### config.mk
export PLATFORM = sky130hd
export DESIGN_NAME = param_fifo
export DESIGN_NICKNAME = d
export VERILOG_FILES = /design/src/rtl/param_fifo.sv
export SDC_FILE = /design/constraint.sdc
export NUM_CORES = 1
export LEC_CHECK = 0
export CORE_ASPECT_RATIO = 2
export CORE_MARGIN = 2
export CORE_UTILIZATION = 35
export CTS_CLUSTER_SIZE = 14
export DETAILED_ROUTE_END_ITERATION = 10
export PLACE_DENSITY = 0.6
export SLEW_MARGIN = 30
export SYNTH_ARGS = -nofsm -noshare
export SYNTH_HDL_FRONTEND = slang
export SYNTH_SLANG_ARGS = --single-unit
### constraint.sdc
create_clock -name clk -period 2.7 [get_ports clk]
set_clock_uncertainty 0.05 [all_clocks]
set_input_delay 0.27 -clock clk [delete_from_list [all_inputs] [get_ports clk]]
set_output_delay 0.27 -clock clk [all_outputs]
set_load 0.02 [all_outputs]
### src/rtl/param_fifo.sv
// Parametrised single-clock circular FIFO with selectable standard or
// first-word-fall-through read, almost-full/almost-empty flags, level
// output, overflow/underflow pulses and a synchronous flush.
module param_fifo #(
    parameter int DATA      = 8,
    parameter int ADDR      = 4,
    parameter int AFULL_TH  = 12,
    parameter int AEMPTY_TH = 2,
    parameter int FWFT      = 0
) (
    input  logic            clk,
    input  logic            rst,
    input  logic            flush,
    input  logic [DATA-1:0] write_data,
    input  logic            write_req,
    input  logic            read_req,
    output logic [DATA-1:0] read_data,
    output logic            read_data_valid,
    output logic            fifo_empty,
    output logic            fifo_full,
    output logic            almost_full,
    output logic            almost_empty,
    output logic [ADDR:0]   level,
    output logic            fifo_of,
    output logic            fifo_uf
);

    localparam int DEPTH = 2 ** ADDR;
    localparam logic [ADDR:0] DEPTH_L  = (ADDR + 1)'(DEPTH);
    localparam logic [ADDR:0] AFULL_L  = (ADDR + 1)'(AFULL_TH);
    localparam logic [ADDR:0] AEMPTY_L = (ADDR + 1)'(AEMPTY_TH);

    logic [DATA-1:0] mem [DEPTH];
    logic [ADDR-1:0] w_ptr_reg;
    logic [ADDR-1:0] r_ptr_reg;
    logic [ADDR:0]   level_reg;
    logic [ADDR:0]   level_next;
    logic            of_reg;
    logic            uf_reg;
    logic            wr_acc;
    logic            rd_acc;

    // Flags decode only from the registered level, never from the inputs.
    assign fifo_empty   = (level_reg == '0);
    assign fifo_full    = (level_reg == DEPTH_L);
    assign almost_full  = (level_reg >= AFULL_L);
    assign almost_empty = (level_reg <= AEMPTY_L);
    assign level        = level_reg;
    assign fifo_of      = of_reg;
    assign fifo_uf      = uf_reg;

    // Accepts are suppressed during reset and flush so memory is never
    // written and pointers never move in those cycles.
    assign wr_acc = rst && !flush && write_req && !fifo_full;
    assign rd_acc = rst && !flush && read_req && !fifo_empty;

    // Occupancy computed in ADDR+1 bits; accept gating prevents wrap.
    assign level_next = level_reg + {{ADDR{1'b0}}, wr_acc} - {{ADDR{1'b0}}, rd_acc};

    // Pointer, level and error-pulse state.
    always_ff @(posedge clk) begin
        if (!rst) begin
            w_ptr_reg <= '0;
            r_ptr_reg <= '0;
            level_reg <= '0;
            of_reg    <= 1'b0;
            uf_reg    <= 1'b0;
        end else if (flush) begin
            w_ptr_reg <= '0;
            r_ptr_reg <= '0;
            level_reg <= '0;
            of_reg    <= 1'b0;
            uf_reg    <= 1'b0;
        end else begin
            if (wr_acc) w_ptr_reg <= w_ptr_reg + 1'b1;
            if (rd_acc) r_ptr_reg <= r_ptr_reg + 1'b1;
            level_reg <= level_next;
            of_reg    <= write_req && fifo_full;
            uf_reg    <= read_req && fifo_empty;
        end
    end

    // Storage array; contents survive reset and flush.
    always_ff @(posedge clk) begin
        if (wr_acc) mem[w_ptr_reg] <= write_data;
    end

    generate
        if (FWFT == 0) begin : g_std
            logic [DATA-1:0] read_data_reg;
            logic            read_valid_reg;

            // Registered read: data lands one cycle after an accepted pop.
            always_ff @(posedge clk) begin
                if (!rst) begin
                    read_data_reg  <= '0;
                    read_valid_reg <= 1'b0;
                end else if (flush) begin
                    read_valid_reg <= 1'b0;
                end else begin
                    read_valid_reg <= rd_acc;
                    if (rd_acc) read_data_reg <= mem[r_ptr_reg];
                end
            end

            assign read_data       = read_data_reg;
            assign read_data_valid = read_valid_reg;
        end else begin : g_fwft
            // Head word is presented continuously; read_req acknowledges it.
            assign read_data       = mem[r_ptr_reg];
            assign read_data_valid = !fifo_empty;
        end
    endgenerate

endmodule

* After elaboration in Yosys (flattened, before gate mapping)
Memories as Yosys holds them, arrays and structs flattened. A register that Yosys moved wholly into a read port is not among the register bits.
Cells that the tools add are included.
Widths: inputs -> output; s select.
** Word-level totals
- Bits in registers :: 16
- RAM bits :: 128
- Bits of input ports :: 13
- Output and inout bits :: 20
- Word-level logic and storage cells :: 32
- Memories kept :: 1
** Cells by class
- $add $sub $neg :: 4
- Order comparisons :: 2
- Eq/ne operators :: 1
- Multiplexer cells :: 2
- Bitwise gates (word level) :: 2
- Reduce and logical (&&, ||, !) cells :: 14
** Memories
- mem :: depth 16, width 8, rd ports 1, clocked after memory_dff 1, wr ports 1, line 33 : logic [DATA-1:0] mem [DEPTH];
** Operator list (count)
- $add 4x1->4 const B :: 2
- $logic_and 1x1->1 :: 7
- $add 5x1->5 :: 1
- $eq 5x5->1 const B :: 1
- $ge 5x4->1 const B :: 1
- $le 5x2->1 const B :: 1
- $logic_not 5->1 :: 1
- $sub 5x1->5 :: 1
- $logic_not 1->1 :: 4
- $mux 1 :: 2
- $not 1->1 :: 2
- $reduce_and 2->1 :: 1
- $reduce_or 2->1 :: 1

* Depth between registers and ports, before layout
- Depth after elaboration :: 6
- Mapped depth :: 15
- Mapped depth without buffers :: 14

* Worst setup path before layout
Ideal clock, no wire load.
- Path kind :: register to register
- From :: register level_reg[2], in the netlist level[2]
- To :: register level_reg[4], in the netlist level[4]
- Setup time :: 128 ps
- Arrival time :: 2683 ps
- Required time :: 2522 ps
- Slack :: -161 ps
- Cell stages (with the launch flop) :: 16
- Path buffers :: 1
- Period minus slack after synthesis :: 2861 ps
- Cell sequence :: dfxtp_1 inv_1 ha_1 or4b_1 clkbuf_2 nand2_1 inv_1 ha_1 inv_1 ha_1 inv_1 fa_1 o21bai_1 a21oi_1 xnor2_1 nor2_1
** On the way
- Elaborated cells on any way between the ends :: 8
- Classes of those cells :: add/sub: 2; eq/ne: 1; reduce/logical: 5
** RTL lines
- start, declared :: line 36 : logic [ADDR:0] level_reg;
- start signal, assigned :: line 77 : level_reg <= level_next;
- $logic_not 5->1 :: line 44 : assign fifo_empty = (level_reg == '0);
- $logic_not 1->1 :: line 55 : assign rd_acc = rst && !flush && read_req && !fifo_empty;
- $logic_and 1x1->1 :: line 55
- named net rd_acc :: line 41 : logic rd_acc;
- $sub 5x1->5 :: line 58 : assign level_next = level_reg + {{ADDR{1'b0}}, wr_acc} - {{ADDR{1'b0}}, rd_acc};
The timed path passes the listed nets, and every way through them passes these cells.
A chain may end at the register's enable or synchronous reset.

* Final worst setup path
Ends and elaborated chain as after synthesis.

==> flow_summary.yaml <==
clock_tree:
  clock-sinks: 152
  hold_buffers: 0
  cts.htree.levels: 4
  clockBufferDepth: 2
  cts-buffers-inserted: 17
  worstSkewPairLatency_ns: 0.41
  cts_tree: "built"
  clk_pin_slew_worst_paths_ns: 0.06
  cts_root_buf: "clkbuf_16"
hold_path:
  min_from: "read_data[6]$_SDFFE_PN0P_"
  whs_path_depth: 1
  holdCritPathClass: "register to register"
  whs_endpoint: "read_data[6]$_SDFFE_PN0P_"
timing:
  hold_violations: 0
  setup_violations: 0
  finalCritPeriodShare_pct: 96.0
  max_freq_ghz: 0.386
  drv_slew: 0
  grt_setup_unrepaired: "false"
  tightestPinTransition_ns: 0.633
  slew_headroom_pct: 57.7
  finalSetupTns_ns: 0
  post-route-min-period_ns: 2.59
setup_path:
  end_kind: "register"
  cp.arrival_ns: 2.83
  path_common_cell: "ha_4"
  rrSetupSlack_ns: 0.11
  cp-start-kind: "register"
  cp_top_family: "adder cells"
  worst_r2r_endpoint: "level[4]$_SDFF_PP0_"
  cp_max_fo: 3
  cp_num_buf_inv: 4
  worstSetupPathType: "register to register"
  cp_cell_sequence: "inv_4 > ha_4 > or4b_4 > nand2_4 > inv_4 > ha_4 > inv_2 > ha_4 > inv_2 > fa_2 > o21bai_1 > a21oi_1 > xnor2_1 > nor2_1"
  reg2reg_depth: 14
  max_stage_delay_ns: 0.47
  cp_slowest_cell: "or4b_4"
  cp.required_ns: 2.93
  r2r_start: "level[2]$_SDFF_PP0_"
synthesis:
  seq_area_frac_synth_pct: 69.3
  yosys.area_share.simple_pct: 4.95
  synth-compound-area-share_pct: 2.73
  synth_fa_ha_area_share_pct: 3.33
  avgSynthCellArea_um2: 18.4
  ys_types: 39
  synth_area_mm2: 0.00624
  ys_ff_latch: 152
  synth-xor-area-share_pct: 1.26
  yosysWarnings: 0
  synthMuxAreaShare_pct: 15.4
  synth_top_family_by_area: "multiplexers"
  syn_inst: 339
  syn_nets: 368
routing:
  route.detailed.drc: 0
  drt_first_pass_iters: 4
  post_drt_via_cell_ratio: 4.95
  drt_iter0_markers: 199
  vias: 3167
  drt_wl_total_um: 12200
  wl_per_cell_um: 19.1
  antenna_left: 0
final_layout:
  postLayoutCoreUtil_pct: 43.8
  regArea_mm2: 0.00433
  antenna_cells: 0
  multi_input_area_mm2: 0.00178
  drive_gt1_share_pct: 23.0
  area_growth_pct: 23.7
  largest_reg_flops: 128
  fillers: 1562
  finalNetCount: 443
global_routing:
  grt.total_usage_pct: 13.6
  antenna_found_initial: 0
  grt_max_degree: 35
  busiest_layer: "met2"
  grt_pass1_vias: 3222
  grt_pass1_wl_um: 18900
  use_met1_pct: 17.2
  overflow: 0
  use_met2_pct: 23.2
  met3_usage_pct: 3.55
power:
  seq_power_share_pct: 49.5
  swShare_pct: 19.4
  p_per_area_mw_per_mm2: 669
  vdd_drop_max_mv: 0.438
  switchingPower_w: 0.000999
  comb_power_share_pct: 2.8
  leakagePower_nw: 2.63
  clkPwrFrac_pct: 47.8
  p_int_w: 0.00416
floorplanning:
  start_util_pct: 35.4
  die_w_um: 98.4
  core_area_mm2: 0.0176
  die_y_um: 193
  rows: 69
  ios: 33
  die_area_mm2: 0.0190
placement:
  port_buffers: 32
  place.gp.congestion: 0.739
  dp_hpwl_um: 7970
job:
  cap_viol_max_count: 0
status:
  status: "finished clean"
area by class of cell:
| type | count | area share, % |
|---|---|---|
| Tap cell | 213 | 3.45 |
| Inverter | 15 | 0.827 |
| Clock buffer | 18 | 5.56 |
| Clock inverter | 14 | 2.55 |
| Timing Repair Buffer | 74 | 8.40 |
| Sequential cell | 152 | 56.1 |
| Multi-Input combinational cell | 154 | 23.1 |
synth_stat cells (all sizes together):
cell       n  share of area [%]
buf       10                1.6
nor2b      4               0.40
clkbuf     8               0.50
ha        15                3.0
and3       2               0.20
a31o       8                1.1
nor2      23                1.4
a221o      1               0.16
dfxtp     24                7.7
a21oi      2               0.16
o21a       1               0.12
nand4      1               0.34
nand3      5               0.40
xor2       4               0.56
inv       15               0.90
o31ai      1               0.12
o22ai      8               0.80
nor3       4               0.32
mux4      32                 13
and2       2               0.20
nand2      9               0.54
edfxtp   128                 62
nand2b     3               0.30
xnor2      5               0.70
nand4bb    1               0.18
nand4b     1               0.24
o21bai     2               0.24
and3b      2               0.28
mux2i     16                2.6
or4b       1               0.16
fa         1               0.32
placed cells by master, fill, tap and decap left out, types with 2 or more instances in the layout:
master           instances
xnor2_1                  5
clkinvlp_4               2
o21bai_1                 2
a31o_1                   8
edfxtp_1               128
a21oi_1                  2
buf_4                   41
dfxtp_1                 21
nor3_1                   4
clkinv_4                 3
ha_4                     3
o22ai_1                  8
inv_4                    3
inv_6                    3
mux4_1                  22
and3_1                   2
nand2_1                  8
mux4_2                  10
xor2_1                   4
nand3_1                  5
nand2b_1                 3
nor2b_1                  4
inv_1                   10
dfxtp_2                  2
clkbuf_16               17
mux2i_1                 16
nor2_1                  23
clkdlybuf4s50_1         32
bufinv_16                4
ha_1                    12
inv_2                    2
and3b_1                  2
per-layer routing:
layer | vias up | wire [um]
met1 | 1604 | 5450
met5 | - | 0
met2 | 73 | 6280
met4 | 0 | 62
li1 | 1486 | -
met3 | 4 | 454
worst register-to-register path, cell delays in order (launching register included):
cell and delay, ns:
dfxtp_4 0.35, inv_4 0.06, ha_4 0.12, or4b_4 0.47
nand2_4 0.10, inv_4 0.05, ha_4 0.22, inv_2 0.06
ha_4 0.13, inv_2 0.04, fa_2 0.39, o21bai_1 0.13
a21oi_1 0.09, xnor2_1 0.17, nor2_1 0.05
power groups by stage:
stage / registers, W / clock network [W] / logic [W]
finish: 0.00255 / 0.00247 / 0.000142
floorplan: 0.00261 / 0 / 0.0000527
CTS: 0.00255 / 0.00251 / 0.000139
global route: 0.00255 / 0.00262 / 0.000157
detailed placement: 0.00260 / 0 / 0.000139
global placement: 0.00260 / 0 / 0.000137
worst max-delay path by stage:
stage,start,end,cells after the start
global placement,level[2]$_SDFF_PP0_,level[4]$_SDFF_PP0_,14
CTS,level[2]$_SDFF_PP0_,level[4]$_SDFF_PP0_,14
detailed placement,level[2]$_SDFF_PP0_,level[4]$_SDFF_PP0_,14
global route,level[3]$_SDFF_PP0_,level[4]$_SDFF_PP0_,14
floorplan,level[2]$_SDFF_PP0_,level[4]$_SDFF_PP0_,15
finish,level[2]$_SDFF_PP0_,level[4]$_SDFF_PP0_,14
repair_timing:
item                                    in CTS  in global routing
resized for setup                            0                 12
endpoints found under the setup margin       0                  2
buffers inserted                             0                  2
through the flow:
stage	power, W	setup slack, ns	instances	hold slack [ns]	area (um2)
after global placement	0.00274	0.0557	606	0.407	7020
after floorplan	0.00266	0.00145	339	0.319	6260
after global routing	0.00533	0.00496	640	0.450	7710
final	0.00516	0.109	640	0.427	7710
after detailed placement	0.00274	0.0155	606	0.418	7020
after CTS	0.00520	0.0143	638	0.435	7650
cells by family after synthesis:
kind of cell / count (synthesis)
adder cells (fa/ha/maj): 16
AND/OR/NAND/NOR: 58
AO/OA/AOI/OAI: 23
multiplexers: 48
XOR/XNOR: 9
flip-flops: 152
buffers and inverters: 33
Note: power is estimated with default switching activity, not from simulation.
